**src/rtl/hcsr04_trig_gen.sv**
```systemverilog
// HC-SR04 trigger generator: issues the trigger pulse, supervises echo, enforces the measurement period.
// Optional saturating timeout counter on port err_cnt when HCSR04_TRIG_ERRCNT_EN is defined.
module hcsr04_trig_gen #(
    parameter int TRIG_US      = 10,
    parameter int ECHO_WAIT_US = 5000,
    parameter int ECHO_MAX_US  = 38000,
    parameter int PERIOD_US    = 60000,
    parameter int CW           = 20
) (
    input  logic       clk_1m,
    input  logic       rst,
    input  logic       start,
    input  logic       auto_en,
    input  logic       echo,
    output logic       trig,
    output logic       busy,
    output logic       done,
    output logic       timeout
`ifdef HCSR04_TRIG_ERRCNT_EN
    ,
    output logic [7:0] err_cnt
`endif
);

    typedef enum logic [2:0] {IDLE, TRIG, WAIT_HI, WAIT_LO, HOLD} state_t;

    localparam logic [CW-1:0] TRIG_LAST = CW'(TRIG_US - 1);
    localparam logic [CW-1:0] WAIT_LAST = CW'(ECHO_WAIT_US - 1);
    localparam logic [CW-1:0] ECHO_LAST = CW'(ECHO_MAX_US - 1);
    localparam logic [CW-1:0] PER_LAST  = CW'(PERIOD_US - 1);

    state_t        state;
    logic [CW-1:0] phase_cnt;
    logic [CW-1:0] per_cnt;
    logic          s0, s1, s2;
    logic          rise, fall;

    assign rise = s1 & ~s2;
    assign fall = ~s1 & s2;
    assign busy = (state != IDLE);

    always_ff @(posedge clk_1m) begin
        if (!rst) begin
            state     <= IDLE;
            phase_cnt <= '0;
            per_cnt   <= '0;
            s0        <= 1'b0;
            s1        <= 1'b0;
            s2        <= 1'b0;
            trig      <= 1'b0;
            done      <= 1'b0;
            timeout   <= 1'b0;
        end else begin
            s0        <= echo;
            s1        <= s0;
            s2        <= s1;
            done      <= 1'b0;
            timeout   <= 1'b0;
            phase_cnt <= phase_cnt + 1'b1;
            per_cnt   <= per_cnt + 1'b1;
            case (state)
                // Counters sit at zero in IDLE, so entering TRIG starts both from 0.
                IDLE: begin
                    phase_cnt <= '0;
                    per_cnt   <= '0;
                    if (start | auto_en) begin
                        state <= TRIG;
                        trig  <= 1'b1;
                    end
                end
                TRIG: begin
                    if (phase_cnt == TRIG_LAST) begin
                        trig      <= 1'b0;
                        state     <= WAIT_HI;
                        phase_cnt <= '0;
                    end
                end
                WAIT_HI: begin
                    if (rise) begin
                        state     <= WAIT_LO;
                        phase_cnt <= '0;
                    end else if (phase_cnt == WAIT_LAST) begin
                        timeout   <= 1'b1;
                        state     <= HOLD;
                        phase_cnt <= '0;
                    end
                end
                WAIT_LO: begin
                    if (fall) begin
                        done      <= 1'b1;
                        state     <= HOLD;
                        phase_cnt <= '0;
                    end else if (phase_cnt == ECHO_LAST) begin
                        timeout   <= 1'b1;
                        state     <= HOLD;
                        phase_cnt <= '0;
                    end
                end
                HOLD: begin
                    if (per_cnt == PER_LAST) begin
                        state     <= IDLE;
                        phase_cnt <= '0;
                    end
                end
                default: begin
                    state     <= IDLE;
                    trig      <= 1'b0;
                    phase_cnt <= '0;
                end
            endcase
        end
    end

`ifdef HCSR04_TRIG_ERRCNT_EN
    always_ff @(posedge clk_1m) begin
        if (!rst)
            err_cnt <= '0;
        else if (timeout && err_cnt != 8'hFF)
            err_cnt <= err_cnt + 8'd1;
    end
`endif

endmodule

```
**config.mk**
```make
export PLATFORM = sky130hd
export DESIGN_NAME = hcsr04_trig_gen
export DESIGN_NICKNAME = d
export VERILOG_FILES = /design/src/rtl/hcsr04_trig_gen.sv
export SDC_FILE = /design/constraint.sdc
export NUM_CORES = 1
export LEC_CHECK = 0
export ABC_CLOCK_PERIOD_IN_PS = 2100
export CORE_ASPECT_RATIO = 0.9
export CORE_MARGIN = 2
export CORE_UTILIZATION = 35
export DETAILED_ROUTE_END_ITERATION = 8
export SYNTH_ARGS = -nofsm -noshare
export SYNTH_HDL_FRONTEND = slang
export SYNTH_SLANG_ARGS = --single-unit
```
**constraint.sdc**
```tcl
create_clock -name clk_1m -period 2.1 [get_ports clk_1m]
set_input_delay 0.63 -clock clk_1m [delete_from_list [all_inputs] [get_ports clk_1m]]
set_output_delay 0.63 -clock clk_1m [all_outputs]
set_load 0.02 [all_outputs]
```
Yosys cells after proc, flatten, opt, wreduce, memory -nomap -nowiden
Index checks and enable logic that the tools add are counted.
- word-level logic and storage cells: 62
- bits in registers: 49
- input bits: 5
- bitwise operators: 7
- equal/unequal tests: 13
- multiplexer cells: 24
- reductions and logical operators: 7
- add/subtract/negate cells: 2
- operators with widths (kind ; number):
    $mux 20 ; 6
    $pmux 20 s4 ; 1
    $add 20x1->20 const B ; 2
    $eq 20x16->1 const B ; 2
    $mux 3 ; 7
    $eq 20x13->1 const B ; 1
    $eq 20x4->1 const B ; 1
    $pmux 3 s5 ; 1
    $mux 1 ; 7
    $eq 3x2->1 const B ; 2
    $ne 2x2->1 const B ; 3
    $ne 3x3->1 const B ; 2
    $reduce_and 5->1 ; 1
    $not 1->1 ; 4
    $eq 3x1->1 const B ; 1
    $eq 3x3->1 const B ; 1
    $logic_not 3->1 ; 1
    $pmux 1 s3 ; 1
    $reduce_and 3->1 ; 1
    $reduce_bool 3->1 ; 1
    $reduce_or 3->1 ; 1
    $and 1x1->1 ; 2
    $pmux 1 s2 ; 1
    $reduce_and 2->1 ; 1
    2 further kinds ; 2

Longest topological paths before layout
- depth in word-level cells: 4
- depth in mapped cells: 8
- depth with buffers taken out: 7

Least setup slack after synthesis
Ideal clock, no wire load.
- kind: register to register
- from: register per_cnt[0]
- to: register phase_cnt[19]
- path slack: 0.367 ns
- setup time: 0.115 ns
- cell stages (with the launch flop): 9
- data arrival time: 1.618 ns
- buffers on the path: 1
- cell sequence: dfxtp_1 > ha_1 > and4_4 > nand2_4 > o311ai_4 > nand4_2 > nand4_2 > buf_6 > nor2_2
- word-level cells in the longest chain between the ends: 3
- ends and longest elaborated chain (what ; RTL line ; RTL):
    from (decl) ; 34 ; logic [CW-1:0] per_cnt;
    from (signal assigned) ; 60 ; per_cnt <= per_cnt + 1'b1;
    $eq 20x16->1 ; 100 ; if (per_cnt == PER_LAST) begin
    $mux 20 ; 100 ;
    $pmux 20 s4 ; 61 ; case (state)
    to (signal assigned) ; 59 ; phase_cnt <= phase_cnt + 1'b1;
    to (decl) ; 33 ; logic [CW-1:0] phase_cnt;
Every way passes these cells.
A chain may end at the register's enable or synchronous reset.

Worst setup path after layout
- from: register state[1]
- to: output busy
- word-level cells in the longest chain between the ends: 1
- ends and longest elaborated chain (what ; RTL line ; RTL):
    from (decl) ; 32 ; state_t state;
    from (signal assigned) ; 44 ; state <= IDLE;
    from (signal assigned) ; 67 ; state <= TRIG;
    from (signal assigned) ; 74 ; state <= WAIT_HI;
    $reduce_bool 3->1 ; 40 ; assign busy = (state != IDLE);
    to (decl) ; 16 ; output logic busy,
Every way passes these cells.

==> metrics.csv <==
metric,value,unit
GRT Overall Usage,11.55,%
WP data required,1.47,ns
max-cap check violation count,0,
post-CTS setup buffers,0,
post-synthesis sequential element count,49,
Ys Warns,0,
TritonCTS clock tree,done,
DIE AREA,0.007397,sq mm
type of the worst setup path,reg -> out,
VDD IR max,0.0005975,V
leading area contributor after synthesis,dfxtp_1,
post-synth cell types,45,
P&R area growth vs syn,14.94,%
DRT antenna net count,0,
fin nets,277,
grt ovf,0,
Die Y-Extent,81.80,microns
Iter 0 DRT Violations,138,
Vias,1693,
worst flop-to-flop path startpoint,per_cnt[1]$_SDFF_PP0_,
CTS Buf Count,5,
DP Wirelength,2.959,mm
Placed Area,0.002569,sq mm
root buf cell,clkbuf_8,
DR DRC count,0,
"Hold Vio Cnt, Final",0,
top post-synthesis cells by area,"dfxtp_1, xor2_1, xnor2_1",
hold crit path type,reg -> reg,
Final Power,2.478,mW
Slew @ Worst Pin,0.3525,ns
filler cell count,655,
fmax,495.6,MHz
hold slack,0.4318,ns
first-pass GRT wire length,6.934,mm
Seq. cell area,982.2,sq um
Tcrit/Tclk final,96.09,%
Worst setup SP type,flip-flop,
cell count after synthesis,254,
largest net degree at the start of global routing,21,
I/O pins,9,
most used flip-flop cell after synthesis,dfxtp_1,
slew margin rel.,75.89,%
Critical Path Sink Type,output pin,
initial core utilization,35.92,%
antenna violations before repair,0,
CTS Sinks,49,
Worst-Skew Late Latency,0.29,ns
Worst Setup SP,state[1]$_SDFFE_PN0P_,
number of enable flip-flop cells after synthesis,0,
routability congestion estimate,0.7558,
Vias per Instance,4.703,
CTS HTree Levels,2,
Routed wire per std cell,11.32,microns
Power per Cell Area,916.1,mW/mm^2
Detailed Route WL,4.075,mm
Pleak,0.9235,nW
Clock Path Buffers,2,
antenna cells,0,
Worst Path Max Fanout,4,
HP Start,per_cnt[0]$_SDFF_PP0_,
die width,90.44,microns
hold buffers post-CTS,0,
area of the multi-input gates,0.001318,sq mm
unrepaired setup endpoints after global routing,no,
Final Instance Area,0.002705,sq mm
"Async S/R FF share, synth",0,%
number of global-route vias before repair,1467,
core area,0.006551,sq mm
Post-synth top cells,"dfxtp_1, nor2_1, xor2_1, nand2_1, nor2_2",
Post-Syn Area,0.002354,sq mm
CP arrival,1.39,ns
Synth Area per Inst,9.266,sq um
register area share after synthesis,41.68,%
fin crit period,2.018,ns
outcome,"finished, final reports clean",
total negative setup slack,0,ns
Final Setup Violations,0,
FP Rows,28,
top-count cell post-synth,dfxtp_1,
Port Buf Inserts,8,
share of cells above drive strength 1,20.00,%
fin. max-slew vios,0,
Worst-path clk slew,0.09,ns
"Net Count, Synth",262,
final setup skew,0.004982,ns
Yosys top cell area share,41.68,%
1st-pass router iterations,4,
power by group:
part	internal (mW)	switching, mW	total, mW
clock network	0.473	0.306	0.779
registers	0.992	0.0357	1.03
logic	0.262	0.409	0.671
layout by cell type (no fill, tap or decap), drive strengths merged, types with 5 or more instances in the layout:
cell,Yosys,final
nand2,22,22
nand3,13,13
clkdlybuf4s50,0,7
clkbuf,2,5
xnor2,15,15
o21ai,5,5
nand4,9,9
and4,6,6
and3,11,11
and2,6,6
xor2,21,21
nor3,7,7
dfxtp,49,49
buf,6,8
nor2,50,50
final cells by class:
type                       instances  area share, %
clock buffer                       5          2.544
clock inverter                     3          2.405
tap                               90          4.163
timing repair buffer              16          5.597
inverter                           2         0.2775
multi-input combinational        195          48.70
sequential                        49          36.31
registers in the layout, summed over array words and instances (netlist names):
signal,flops
per_cnt,20
phase_cnt,20
state,3
done,1
s0,1
s1,1
s2,1
timeout,1
trig,1
per-layer routing:
| layer | up-vias | GRT usage, % | part of all wire, % |
|---|---|---|---|
| li1 | 898 | - | - |
| met1 | 769 | 17.02 | 57 |
| met2 | 24 | 16.62 | 39 |
| met3 | 2 | 2.385 | 3.5 |
| met4 | 0 | 4.154 | 0.81 |
| met5 | - | 0 | 0 |
critical path, stage by stage, from the launching register on:
cell and delay, ns:
dfxtp_1 0.32, or3_1 0.43, dlygate4sd2_1 0.35
cells by family (layout without fill, tap and decap cells):
logic type | Yosys count | count (layout) | synth area share, %
simple gates | 142 | 142 | 35.57
flops | 49 | 49 | 41.68
xor+xnor | 36 | 36 | 13.40
compound gates | 14 | 14 | 5.317
buf+inv | 10 | 26 | 2.446
fa+ha+maj | 3 | 3 | 1.595
through the flow:
| stage | util (%) | setup slack [ns] | instances |
|---|---|---|---|
| detailed placement | 39.21 | 0.1769 | 352 |
| CTS | 41.23 | 0.05674 | 360 |
| floorplan | - | 0.3671 | 254 |
| global route | 41.29 | 0.01192 | 360 |
| finish | 41.29 | 0.08215 | 360 |
| global placement | 39.21 | 0.1790 | 352 |
worst paths after layout:
| check | end | slack, ns | cells past startpoint |
|---|---|---|---|
| hold / removal | per_cnt[0]$_SDFF_PP0_ | 0.43 | 1 |
| setup / recovery | busy | 0.08 | 2 |
| setup reg to reg | phase_cnt[11]$_SDFF_PN0_ | 0.18 | 8 |
| hold reg to reg | per_cnt[0]$_SDFF_PP0_ | 0.43 | 1 |
repair_timing:
action	in CTS	in global routing
resized for setup	1	2
pin swaps	0	1
setup endpoints to repair	1	18
Note: power is estimated with default switching activity, not from simulation.
